`src/rtl/matvec_sched.sv`:
```
// matvec_sched: runs a matrix-vector job row by row on one shared dot-product engine
// Ports: clk/rst; cmd_valid/cmd_ready/cmd_rows job command; abort cancels a job;
// eng_start/eng_row/eng_done/eng_result engine handshake; res_valid/res_ready/res_data/
// res_row/res_last result stream; job_done pulse, busy, sticky err_timeout/err_rows.
module matvec_sched #(
  parameter int MAX_ROWS = 16,
  parameter int ROW_W    = 5,
  parameter int RES_W    = 16,
  parameter int TIMEOUT  = 255
) (
  input  logic             clk,
  input  logic             rst,
  input  logic             cmd_valid,
  output logic             cmd_ready,
  input  logic [ROW_W-1:0] cmd_rows,
  input  logic             abort,
  output logic             eng_start,
  output logic [ROW_W-1:0] eng_row,
  input  logic             eng_done,
  input  logic [RES_W-1:0] eng_result,
  output logic             res_valid,
  input  logic             res_ready,
  output logic [RES_W-1:0] res_data,
  output logic [ROW_W-1:0] res_row,
  output logic             res_last,
  output logic             job_done,
  output logic             busy,
  output logic             err_timeout,
  output logic             err_rows
);
  localparam int CNT_W = $clog2(TIMEOUT + 1);
  typedef enum logic [1:0] {IDLE, ISSUE, WAIT, OUT} state_t;
  state_t           state_q;
  logic [ROW_W-1:0] rows_q, row_q, res_row_q;
  logic [CNT_W-1:0] cnt_q;
  logic [RES_W-1:0] res_data_q;
  logic             cmd_ready_q, eng_start_q, res_valid_q, res_last_q;
  logic             job_done_q, busy_q, err_timeout_q, err_rows_q;
  always_ff @(posedge clk) begin
    if (rst) begin
      state_q       <= IDLE;
      rows_q        <= '0;
      row_q         <= '0;
      res_row_q     <= '0;
      cnt_q         <= '0;
      res_data_q    <= '0;
      cmd_ready_q   <= 1'b1;
      eng_start_q   <= 1'b0;
      res_valid_q   <= 1'b0;
      res_last_q    <= 1'b0;
      job_done_q    <= 1'b0;
      busy_q        <= 1'b0;
      err_timeout_q <= 1'b0;
      err_rows_q    <= 1'b0;
    end else begin
      job_done_q  <= 1'b0;
      eng_start_q <= 1'b0;
      if (abort && state_q != IDLE) begin
        state_q     <= IDLE;
        res_valid_q <= 1'b0;
        cmd_ready_q <= 1'b1;
        busy_q      <= 1'b0;
      end else begin
        case (state_q)
          IDLE:
            // abort in the same cycle as a command drops the command
            if (cmd_valid && !abort) begin
              if (cmd_rows == '0) job_done_q <= 1'b1;
              else if (cmd_rows > ROW_W'(MAX_ROWS)) err_rows_q <= 1'b1;
              else begin
                rows_q      <= cmd_rows;
                row_q       <= '0;
                eng_start_q <= 1'b1;
                cmd_ready_q <= 1'b0;
                busy_q      <= 1'b1;
                state_q     <= ISSUE;
              end
            end
          ISSUE: begin
            cnt_q   <= '0;
            state_q <= WAIT;
          end
          WAIT:
            // done takes priority over a timeout in the same cycle
            if (eng_done) begin
              res_data_q  <= eng_result;
              res_row_q   <= row_q;
              res_last_q  <= row_q == rows_q - ROW_W'(1);
              res_valid_q <= 1'b1;
              state_q     <= OUT;
            end else if (cnt_q == CNT_W'(TIMEOUT - 1)) begin
              err_timeout_q <= 1'b1;
              cmd_ready_q   <= 1'b1;
              busy_q        <= 1'b0;
              state_q       <= IDLE;
            end else cnt_q <= cnt_q + CNT_W'(1);
          OUT:
            if (res_ready) begin
              res_valid_q <= 1'b0;
              if (res_last_q) begin
                job_done_q  <= 1'b1;
                cmd_ready_q <= 1'b1;
                busy_q      <= 1'b0;
                state_q     <= IDLE;
              end else begin
                row_q       <= row_q + ROW_W'(1);
                eng_start_q <= 1'b1;
                state_q     <= ISSUE;
              end
            end
          default: state_q <= IDLE;
        endcase
      end
    end
  end
  assign cmd_ready   = cmd_ready_q;
  assign eng_start   = eng_start_q;
  assign eng_row     = row_q;
  assign res_valid   = res_valid_q;
  assign res_data    = res_data_q;
  assign res_row     = res_row_q;
  assign res_last    = res_last_q;
  assign job_done    = job_done_q;
  assign busy        = busy_q;
  assign err_timeout = err_timeout_q;
  assign err_rows    = err_rows_q;
endmodule
```
`config.mk`:
```
export PLATFORM = sky130hd
export DESIGN_NAME = matvec_sched
export DESIGN_NICKNAME = d
export VERILOG_FILES = /design/src/rtl/matvec_sched.sv
export SDC_FILE = /design/constraint.sdc
export NUM_CORES = 1
export LEC_CHECK = 0
export BUFFER_PORTS_ARGS = -buffer_cell sky130_fd_sc_hd__buf_2
export CORE_UTILIZATION = 35
export DETAILED_ROUTE_END_ITERATION = 10
export PLACE_DENSITY = 0.57
export REMOVE_ABC_BUFFERS = 1
export SETUP_SLACK_MARGIN = 0.15
export SLEW_MARGIN = 25
export SYNTH_ARGS = -nofsm -noshare
export SYNTH_HDL_FRONTEND = slang
export SYNTH_SLANG_ARGS = --single-unit
```
`constraint.sdc`:
```
create_clock -name clk -period 2.3 [get_ports clk]
set_input_delay 0.23 -clock clk [delete_from_list [all_inputs] [get_ports clk]]
set_output_delay 0.23 -clock clk [all_outputs]
set_load 0.02 [all_outputs]
```
Word level (Yosys, flattened, before mapping)
Cells that the tools add are included.
{"block": "totals", "ff_bits": 49, "in_bits": 27, "elab_cells": 105}
{"block": "classes", "add_sub_neg": 3, "order_cmp": 1, "n_eq_ne": 16, "muxes": 47, "n_bitwise": 4, "n_reduce_logical": 20}
{"op": "two-way mux 1 bit", "n": 26}
{"op": "two-way mux 5 bit", "n": 5}
{"op": "!= test 2 bit (second input constant)", "n": 10}
{"op": "two-way mux 8 bit", "n": 2}
{"op": "case mux 8 bit (2 select lines)", "n": 1}
{"op": "AND reduction 5 bit", "n": 3}
{"op": "two-way mux 2 bit", "n": 6}
{"op": "case mux 5 bit (2 select lines)", "n": 1}
{"op": "adder 8 x 1 -> 8 bit (second input constant)", "n": 1}
{"op": "equality test 8 bit (second input constant)", "n": 1}
{"op": "case mux 2 bit (4 select lines)", "n": 1}
{"op": "AND reduction 4 bit", "n": 2}
{"op": "AND reduction 8 bit", "n": 1}
{"op": "nonzero test 2 bit", "n": 4}
{"op": "AND reduction 7 bit", "n": 1}
{"op": "case mux 1 bit (2 select lines)", "n": 3}
{"op": "case mux 1 bit (3 select lines)", "n": 2}
{"op": "AND reduction 3 bit", "n": 2}
{"op": "adder 5 x 1 -> 5 bit (second input constant)", "n": 1}
{"op": "equality test 5 bit", "n": 1}
{"op": "greater-than comparator 5 bit (second input constant)", "n": 1}
{"op": "zero test 5 bit", "n": 1}
{"op": "subtractor 5 x 1 -> 5 bit (second input constant)", "n": 1}
{"op": "equality test 2 bit (second input constant)", "n": 2}
{"op": "other kinds (8)", "n": 12}

Depth between registers and ports, before layout
Gate-level depths: netlist of the first run.
{"block": "depth", "depth_word": 5, "depth_mapped": 8, "ltp_nobuf": 7}

Least setup slack after synthesis of the first run
Ideal clock, no wire load.
{"block": "synth_path", "path_kind": "in2reg", "startpoint": "input port cmd_rows[2]", "endpoint": "register busy_q (netlist: busy)", "setup_time_ps": 121, "arrival_ps": 1834, "t_required_ps": 2179, "setup_slack_ps": 345, "cell_stages": 6, "path_buffers": 0, "path_cell_list": "or4_1 > ha_1 > and2_1 > a211oi_2 > nand3_2 > mux2_4"}
{"block": "synth_via", "elab_chain_cells": 3, "word_cells_on_any_way": 5}
{"element": "start, declared", "line_no": "15", "source": "input logic [ROW_W-1:0] cmd_rows,"}
{"element": "greater-than comparator 5 bit / zero test 5 bit (equally long branches)", "line_no": "69, 68"}
{"element": "!= test 2 bit (no line)"}
{"element": "AND reduction 8 bit (no line) (*)"}
{"element": "end signal, assigned", "line_no": "62", "source": "busy_q <= 1'b0;"}
{"element": "end signal, assigned", "line_no": "75", "source": "busy_q <= 1'b1;"}
{"element": "end signal, assigned", "line_no": "94", "source": "busy_q <= 1'b0;"}
{"element": "end, declared", "line_no": "38", "source": "logic job_done_q, busy_q, err_timeout_q, err_rows_q;"}
Mark *: on every way between the ends. The rest lies on a longest branch, timed or not.
A chain may end at the register's enable or synchronous reset.

Worst setup path after layout of the first run
{"block": "layout_path", "startpoint": "register state_q[0]", "endpoint": "register cnt_q[5]"}
{"block": "layout_via", "elab_chain_cells": 4, "word_cells_on_any_way": 10}
{"element": "start, declared", "line_no": "33", "source": "state_t state_q;"}
{"element": "start signal, assigned", "line_no": "41", "source": "state_q <= IDLE;"}
{"element": "start signal, assigned", "line_no": "59", "source": "state_q <= IDLE;"}
{"element": "start signal, assigned", "line_no": "76", "source": "state_q <= ISSUE;"}
{"element": "branches (longest 4 deep; another with AND reduction 4 bit)"}
{"element": "end signal, assigned", "line_no": "96", "source": "end else cnt_q <= cnt_q + CNT_W'(1);"}
{"element": "end, declared", "line_no": "35", "source": "logic [CNT_W-1:0] cnt_q;"}
Several ways; the timed one is not identified.

==> results of run 1 <==
## cell usage in the layout, fill, tap and decap left out, types with 2 or more instances in the layout
master    count
xnor2_1       3
nor2_1       10
o41ai_1       2
nand3_1      11
and3_1        3
a21oi_1      39
a31oi_1       4
or3_1         2
dfxtp_1      49
a311oi_1      3
o31ai_1       4
nor2b_1       2
xor2_1        2
inv_1        11
nand2_1      57
o211ai_1      3
clkbuf_8      5
o21ai_0       5
nor3_1        6
buf_2        60
and2_1        3
or4_1         7
nand2b_1      9
ha_1         11
o21a_1        2
buf_4         7
nand3b_1      3
## cell families after synthesis
family          Yosys count  synth area share
xor+xnor                  5            0.0187
flops                    49             0.418
buf+inv                  25            0.0421
compound gates           70             0.195
simple gates            122             0.257
fa+ha+maj                11            0.0587
mux                       2            0.0107
## worst max-delay path, cell delays in order (launching register included)
cell,delay (ns)
dfxtp_1,0.35
inv_1,0.13
ha_1,0.27
nor2b_2,0.25
nand2_1,0.07
buf_4,0.18
or4_1,0.47
a21oi_1,0.14
## worst max-delay path by stage
stage | start | cells after the start | endpoint
after global placement | cmd_rows[2] | 7 | eng_row[2]
final | state_q[0] | 7 | cnt_q[5]
after detailed placement | cmd_rows[2] | 7 | eng_row[2]
after global routing | state_q[0] | 7 | cnt_q[4]
after CTS | state_q[0] | 7 | cnt_q[5]
after floorplan | state_q[0] | 6 | res_last
## cell type report
| cell class | count | area share |
|---|---|---|
| clock buffer | 5 | 0.0241 |
| clock inverter | 3 | 0.0162 |
| sequential | 49 | 0.344 |
| timing repair buffer | 67 | 0.124 |
| multi-input combinational | 210 | 0.444 |
| inverter | 11 | 0.0145 |
| tap | 77 | 0.0337 |
## synth_stat cells, types with 2 or more instances
cell type,count
nand2_1,57
dfxtp_1,49
a21oi_1,39
clkbuf_1,12
ha_1,11
inv_1,11
nand3_1,11
nor2_1,10
nand2b_1,9
or4_1,7
nor3_1,6
o21ai_0,5
a31oi_1,4
o31ai_1,4
a311oi_1,3
and2_1,3
and3_1,3
nand3b_1,3
nor2b_1,3
o211ai_1,3
xnor2_1,3
o21a_1,2
o41ai_1,2
or3_1,2
xor2_1,2
## power by group through the flow
stage,Clock (W),Sequential [W],Combinational (W)
after floorplan,0,0.000924,0.000150
after global placement,0,0.000908,0.000261
after detailed placement,0,0.000907,0.000263
after CTS,0.000653,0.000888,0.000264
after global routing,0.000688,0.000892,0.000294
final,0.000621,0.000887,0.000260
## through the flow
step / cells / hold slack (ns) / util
floorplan: 270 / 0.299 / -
global placement: 414 / 0.440 / 0.426
detailed placement: 414 / 0.445 / 0.426
CTS: 422 / 0.144 / 0.444
global route: 422 / 0.149 / 0.445
finish: 422 / 0.157 / 0.445
## flip-flops by register name, summed over array words and instances (netlist names), 2 cells and up
name	cells
res_row	5
res_data	16
cnt_q	8
eng_row	5
state_q	2
rows_q	5
## metal layers
| layer | GRT usage | part of all wire | vias to the layer above |
|---|---|---|---|
| met5 | 0 | 0 | - |
| met4 | 0.0564 | 0.0073 | 0 |
| met3 | 0.0307 | 0.048 | 4 |
| met2 | 0.256 | 0.46 | 48 |
| met1 | 0.204 | 0.49 | 970 |
| li1 | - | - | 1113 |
==> impl_metrics.tcl, run 1 <==
set metrics [dict create \
    cp-start-kind "flop" \
    slew_headroom 0.472 \
    drv_cap 0 \
    ctsHoldBuffers 0 \
    setup_viol 0 \
    ios 61 \
    gr-usage-all-layers 0.156 \
    wl_um 5180 \
    wl_per_cell_um 12.3 \
    rsz0062_at_grt "false" \
    fin_ws_ns 0.360 \
    drc 14 \
    clock_latency_ns 0.30 \
    areaGrowthSynthToFinish_pct 21.7 \
    dpl_worst_slack_ns 0.0485 \
    tightest_slew_ns 0.789 \
    synth.ff_latch_count 49 \
    cp_max_fo 14 \
    p_sw_frac 0.263 \
    ctsResizeCount 0 \
    p_seq_frac 0.502 \
    worstPathArrival_ns 2.17 \
    grt_max_degree 39 \
    critPathRequiredTime_ns 2.53 \
    synth_ff_type "dfxtp_1" \
    drive_gt1_frac 0.238 \
    max_freq_mhz 515 \
    violations "DRC" \
    outcome "finished, violations left" \
    clock_path_buffers 2 \
    crit-reg2reg-launch "state_q[0]" \
    period_minus_slack_ns 1.94 \
    tritoncts "yes" \
    yosys.area.top_type "dfxtp_1" \
    num_rows 29 \
    dr_total_vias 2135 \
    synth_seq_area_share 0.418 \
    setup_tns_ns 0 \
    dp_hpwl_um 3720 \
    syn_inst 284 \
    via_per_inst 5.06 \
    power_leakage_nw 1.16 \
    design_area_um2 2860 \
    htreeDepth 2 \
    antenna-diode-count 0 \
    clkPwrFrac 0.351 \
    synth_warnings 0 \
    antenna_found_initial 0 \
    ant_nets 0 \
    place_area_um2 2740 \
    cts_setup_buffers 0 \
    holdCritStartpoint "eng_result[2]" \
    gp_congestion 0.764 \
    combPwrFrac 0.147 \
    maxSlewViolCount 0 \
    grt_pass1_wl_um 8940 \
    start_util 0.365 \
    fin_skew_ns 0.00693 \
    root_buffer "clkbuf_8" \
    drtIter0Drc 70 \
    grt-ovfl-total 0 \
    die_area_um2 7030 \
    reg2reg_to "cnt_q[5]" \
    clkTransAtPathRegs_ns 0.09 \
    r2r_slack_ns 0.36 \
    hp-class "in -> reg" \
    clock-sinks 49 \
    period_share 0.844 \
    yosys-top-cells-area "dfxtp_1 (42%), nand2_1 (9.1%), a21oi_1 (8.3%)" \
    syn-cell-area_um2 2350 \
    die_h_um 83.9 \
    irDropWorstVdd_uv 317 \
    avgSynthCellArea_um2 8.26 \
    switchingPower_w 0.000465 \
    coreArea_um2 6420 \
    hold_end "res_data[2]" \
    synth_top_area_frac 0.418 \
    reg2reg_depth 7 \
    power.total_w 0.00177 \
    numCtsBuffers 5 \
    dr.pass1.iters 7 \
    multiInputGateArea_um2 1270 \
    layout.nets 382 \
    fp.dieW_um 83.9 \
    crit_type "reg -> reg" \
    synth_cell_types 45 \
    p_int_w 0.00130 \
    regArea_um2 981 \
    fillCellCount 673 \
    hold_viol_final 0 \
    synthArstFlopShare 0 \
    powerDensity_nw_per_um2 619 \
    crit_path_end_kind "flop" \
    synth_edf_count 0 \
    portBuffers 60 \
    grt_pass1_vias 2005 \
    hold_depth 3 \
]
No activity file was read; power rests on OpenSTA's default activity.
==> run 2: changes to the inputs <==
==> constraint.sdc (replaced) <==
create_clock -name clk -period 1.9 [get_ports clk]
set_input_delay 0.19 -clock clk [delete_from_list [all_inputs] [get_ports clk]]
set_output_delay 0.19 -clock clk [all_outputs]
set_load 0.02 [all_outputs]
==> run 2 against run 1 <==
  * Critical path depth is the same
  * Sequential share of layout area down 2.7 points
  * Clock skew fell by 0.0030 ns
  * The run still ends with DRC left
  * Largest power group unchanged
  * Utilization is 3.9 points higher
  * Via count is 4.0% higher
  * Total power up 19%
==> impl_metrics.tcl, run 2 (same netlist as run 1, synthesis figures left out) <==
set metrics [dict create \
    largest_register_ffs 16 \
    slew_headroom 0.687 \
    design_area_um2 3110 \
    clock-sinks 49 \
    dpl_worst_slack_ns -0.293 \
    drc 14 \
    clock_path_buffers 2 \
    dr_total_vias 2221 \
    setup_viol 0 \
    grt-ovfl-total 0 \
    layout.nets 401 \
    dp_hpwl_um 3950 \
    slowest_stage "or4_4" \
    drive_gt1_frac 0.330 \
    wl_um 5500 \
    htreeDepth 2 \
    irDropWorstVdd_uv 295 \
    fillCellCount 669 \
    gr-usage-all-layers 0.160 \
    p_seq_frac 0.509 \
    hold_depth 3 \
    drv_cap 0 \
    place_area_um2 2890 \
    reg2reg_depth 6 \
    critPathBufInv 1 \
    critPathMaxStageDelay_ns 0.55 \
    violations "DRC" \
    multiInputGateArea_um2 1370 \
    gp_congestion 0.760 \
    wl_per_cell_um 12.5 \
    tritoncts "yes" \
    max_freq_mhz 574 \
    crit_path_end_kind "flop" \
    worstPathArrival_ns 1.96 \
    areaGrowthSynthToFinish_pct 32.4 \
    power_leakage_nw 1.28 \
    ant_nets 0 \
    crit_type "in -> reg" \
    maxSlewViolCount 0 \
    drtIter0Drc 87 \
    grt_pass1_vias 2064 \
    ctsHoldBuffers 0 \
    regArea_um2 983 \
    power.total_w 0.00211 \
    root_buffer "clkbuf_8" \
    clkTransAtPathRegs_ns 0.09 \
    dr.pass1.iters 7 \
    tightest_slew_ns 0.468 \
    period_minus_slack_ns 1.74 \
    hp-class "in -> reg" \
    portBuffers 60 \
    die_area_um2 7030 \
    layout_commonest_cell "buf_2" \
    cp_max_fo 5 \
    p_int_w 0.00151 \
    num_rows 29 \
    coreArea_um2 6420 \
    crit_family "compound AO/OA/AOI/OAI gates" \
    r2r_slack_ns 0.20 \
    fin_ws_ns 0.158 \
    numCtsBuffers 5 \
    crit_chain "buf_6 -> or4_4 -> ha_4 -> and2_4 -> a2111oi_4 -> a31oi_1 -> a311oi_1" \
    ios 61 \
    rsz0062_at_grt "true" \
    layout_common_cells "buf_2 (59), nand2_1 (56), dfxtp_1 (47), a21oi_1 (37), buf_4 (24)" \
    switchingPower_w 0.000604 \
    crit-reg2reg-launch "state_q[1]" \
    grt_max_degree 23 \
    antenna_found_initial 0 \
    fp.dieW_um 83.9 \
    start_util 0.365 \
    fin_skew_ns 0.00391 \
    critPathRequiredTime_ns 2.12 \
    outcome "finished, violations left" \
    holdCritStartpoint "eng_result[3]" \
    p_sw_frac 0.286 \
    combPwrFrac 0.192 \
    setup_tns_ns 0 \
    via_per_inst 5.04 \
    cp-startpoint "cmd_rows[1]" \
    hold_end "res_data[3]" \
    reg2reg_to "eng_row[4]" \
    clkPwrFrac 0.299 \
    cp-start-kind "input port" \
    hold_viol_final 0 \
    grt_pass1_wl_um 9200 \
    clock_latency_ns 0.30 \
    antenna-diode-count 0 \
    period_share 0.917 \
    utilization 0.484 \
    die_h_um 83.9 \
    powerDensity_nw_per_um2 680 \
]
## run 2: through the flow
step,cells,hold slack (ns)
after floorplan,270,0.259
after global placement,431,0.432
after detailed placement,431,0.437
after CTS,440,0.0989
after global routing,441,0.106
final,441,0.113
## run 2: routing by layer
metal  global-route usage  vias up  routed length, µm
li1                     -     1156                  -
met1                0.203     1010               2690
met2                0.270       50               2510
met3               0.0297        5                237
met4               0.0564        0                 61
met5                    0        -                  0
## run 2: worst min-delay path, cell delays in order
cell and delay, ns:
buf_2 0.09, nand2_1 0.04, a21oi_1 0.05
## run 2: how the worst max path moves through the flow
stage | to | slack, ns | depth (start not counted)
floorplan | res_last | -0.08 | 6
global placement | eng_row[2] | -0.23 | 7
detailed placement | eng_row[2] | -0.29 | 7
CTS | state_q[1] | 0.16 | 7
global route | eng_row[3] | 0.03 | 7
finish | eng_row[4] | 0.16 | 7
## run 2: cell type report
type                            instances  area share
Multi-Input combinational cell        210       0.440
Sequential cell                        49       0.317
Timing Repair Buffer                   86       0.170
Tap cell                               77      0.0310
Clock buffer                            5      0.0222
Inverter                               11      0.0133
Clock inverter                          3     0.00725
## run 2: timing repair
item / 4_1_cts / 5_1_grt
pin swaps: 5 / 10
gates resized for setup: 14 / 16
setup buffers: 1 / 1
endpoints found under the setup margin: 14 / 27
## run 2: power groups by stage
stage	Combinational, W	Clock, W	Sequential [W]
6_report	0.000406	0.000631	0.00107
5_1_grt	0.000445	0.000700	0.00108
4_1_cts	0.000382	0.000665	0.00107
3_5_place_dp	0.000358	0	0.00110
3_3_place_gp	0.000354	0	0.00110
2_1_floorplan	0.000181	0	0.00112
==> run 3: changes to the inputs <==
--- a/config.mk
+++ b/config.mk
@@ -6,9 +6,9 @@
 export NUM_CORES = 1
 export LEC_CHECK = 0
 export BUFFER_PORTS_ARGS = -buffer_cell sky130_fd_sc_hd__buf_2
-export CORE_UTILIZATION = 35
+export CORE_UTILIZATION = 45
 export DETAILED_ROUTE_END_ITERATION = 10
-export PLACE_DENSITY = 0.57
+export PLACE_DENSITY = 0.72
 export REMOVE_ABC_BUFFERS = 1
 export SETUP_SLACK_MARGIN = 0.15
 export SLEW_MARGIN = 25
==> constraint.sdc (replaced) <==
create_clock -name clk -period 1.4 [get_ports clk]
set_input_delay 0.14 -clock clk [delete_from_list [all_inputs] [get_ports clk]]
set_output_delay 0.14 -clock clk [all_outputs]
set_load 0.02 [all_outputs]
==> run 3 against run 2 <==
  * The flow finishes with violations (setup timing)
  * Sequential power grew 36%
  * Flip-flop and latch count did not move
  * Cell area grew 36%
  * Largest cell class unchanged
  * Clock skew rose by 0.0066 ns
  * Largest power group unchanged
==> impl_metrics.tcl, run 3 (same netlist as run 1, synthesis figures left out) <==
set metrics [dict create \
    fin_ws_ns -0.399 \
    stdcell_count 486 \
    placed_cells 446 \
    layout.nets 456 \
    max_freq_mhz 556 \
    via_per_inst 5.86 \
    design_area_um2 4240 \
    switchingPower_w 0.00106 \
    crit_type "reg -> reg" \
    slowest_stage "dfxtp_4" \
    portBuffers 60 \
    power_leakage_nw 1.72 \
    fp.dieW_um 74.2 \
    violations "setup timing" \
    setup_viol 42 \
    root_buffer "clkbuf_8" \
    dp_hpwl_um 4050 \
    clock-sinks 49 \
    ios 61 \
    drc 0 \
    die_area_um2 5510 \
    areaGrowthSynthToFinish_pct 80.6 \
    p_seq_frac 0.442 \
    cp_max_fo 4 \
    dr.pass1.iters 4 \
    worstPathArrival_ns 1.98 \
    regArea_um2 993 \
    place_area_um2 3080 \
    drtIter0Drc 167 \
    grt_pass1_vias 2536 \
    tritoncts "yes" \
    slew_headroom 0.751 \
    htreeDepth 2 \
    fin_skew_ns 0.0106 \
    crit_chain "buf_4 -> ha_4 -> nor2b_4 -> a211oi_4 -> buf_6 -> nand2_4 -> o41ai_2" \
    clkTransAtPathRegs_ns 0.10 \
    p_int_w 0.00225 \
    antenna_found_initial 0 \
    period_share 1.28 \
    layout_commonest_cell "buf_2" \
    antenna-diode-count 0 \
    wl_per_cell_um 20.1 \
    drive_gt1_frac 0.652 \
    dr_total_vias 2848 \
    irDropWorstVdd_uv 726 \
    fillCellCount 236 \
    grt_pass1_wl_um 11900 \
    numCtsBuffers 5 \
    multiInputGateArea_um2 1870 \
    crit_path_end_kind "flop" \
    outcome "finished, violations left" \
    largest_register_ffs 16 \
    critPathMaxStageDelay_ns 0.38 \
    coreArea_um2 4880 \
    hold_viol_final 0 \
    start_util 0.481 \
    gp_congestion 0.834 \
    p_sw_frac 0.320 \
    reg2reg_depth 7 \
    tightest_slew_ns 0.369 \
    drv_cap 0 \
    clkPwrFrac 0.274 \
    wl_um 9750 \
    hp-class "in -> reg" \
    period_minus_slack_ns 1.80 \
    grt-ovfl-total 0 \
    maxSlewViolCount 0 \
    layout_common_cells "buf_2 (58), buf_4 (53), dfxtp_1 (41), a21oi_2 (34), nand2_1 (30)" \
    clock_latency_ns 0.31 \
    rsz0062_at_grt "true" \
    powerDensity_nw_per_um2 782 \
    grt_max_degree 39 \
    combPwrFrac 0.284 \
    num_rows 25 \
    reg2reg_to "state_q[1]" \
    clock_path_buffers 2 \
    ant_nets 0 \
    hold_depth 3 \
    hold_end "res_data[1]" \
    holdCritStartpoint "eng_result[1]" \
    gr-usage-all-layers 0.289 \
    critPathRequiredTime_ns 1.58 \
    die_h_um 74.2 \
    r2r_slack_ns -0.40 \
    cp-start-kind "flop" \
    whs_ns 0.0748 \
    crit-reg2reg-launch "state_q[1]" \
]
run 3: cell types whose count changed in the layout (fill, tap and decap cells not counted), sizes merged:
cell	delta
clkinv	-2
nor2	+1
nand2	+1
inv	+1
clkinvlp	+1
buf	+53
run 3: through the flow:
step | TNS, ns | worst slack [ns] | total power (W) | utilization
global placement | -13.72 | -0.661 | 0.00200 | 0.631
detailed placement | -14.47 | -0.697 | 0.00201 | 0.631
floorplan | -18.71 | -0.575 | 0.00176 | -
finish | -8.45 | -0.399 | 0.00331 | 0.868
global route | -10.26 | -0.417 | 0.00341 | 0.868
CTS | -5.61 | -0.223 | 0.00313 | 0.801
run 3: per-layer routing:
metal / routed length, µm / global-route usage
met1: 3480 / 0.315
met2: 5080 / 0.545
met3: 611 / 0.0542
met4: 588 / 0.120
met5: 0 / 0
run 3: power groups by stage:
stage	clock network [W]	logic, W	registers [W]
CTS	0.000899	0.000776	0.00146
detailed placement	0	0.000529	0.00149
floorplan	0	0.000246	0.00152
finish	0.000908	0.000940	0.00146
global route	0.000960	0.000985	0.00147
global placement	0	0.000515	0.00148
run 3: layout make-up:
cell class | instances | area share
clock buffers | 5 | 0.0162
clock inverters | 3 | 0.00591
inverters | 11 | 0.0109
multi-input cells | 212 | 0.442
flip-flops and latches | 49 | 0.234
well taps | 67 | 0.0198
repair buffers | 139 | 0.271
run 3: critical path, delay by kind of cell, from the launching register on:
family          cells  cell delay, ns
flops               1            0.38
fa+ha+maj           1            0.17
compound gates      2            0.60
buf+inv             2            0.31
simple gates        2            0.20
run 3: worst max-delay path by stage:
stage / from / endpoint / slack [ns] / depth (start not counted)
floorplan: state_q[0] / res_last / -0.58 / 6
global placement: cmd_rows[2] / eng_row[4] / -0.66 / 7
detailed placement: cmd_rows[2] / eng_row[2] / -0.70 / 7
CTS: cmd_rows[1] / busy / -0.22 / 7
global route: state_q[1] / state_q[1] / -0.42 / 7
finish: state_q[1] / state_q[1] / -0.40 / 7
run 3: timing repair:
action	4_1_cts	5_1_grt
resized for setup	122	63
hold buffers	0	0
setup endpoints to repair	48	48
pin swaps	82	34
gates cloned	6	1
setup buffers	17	8
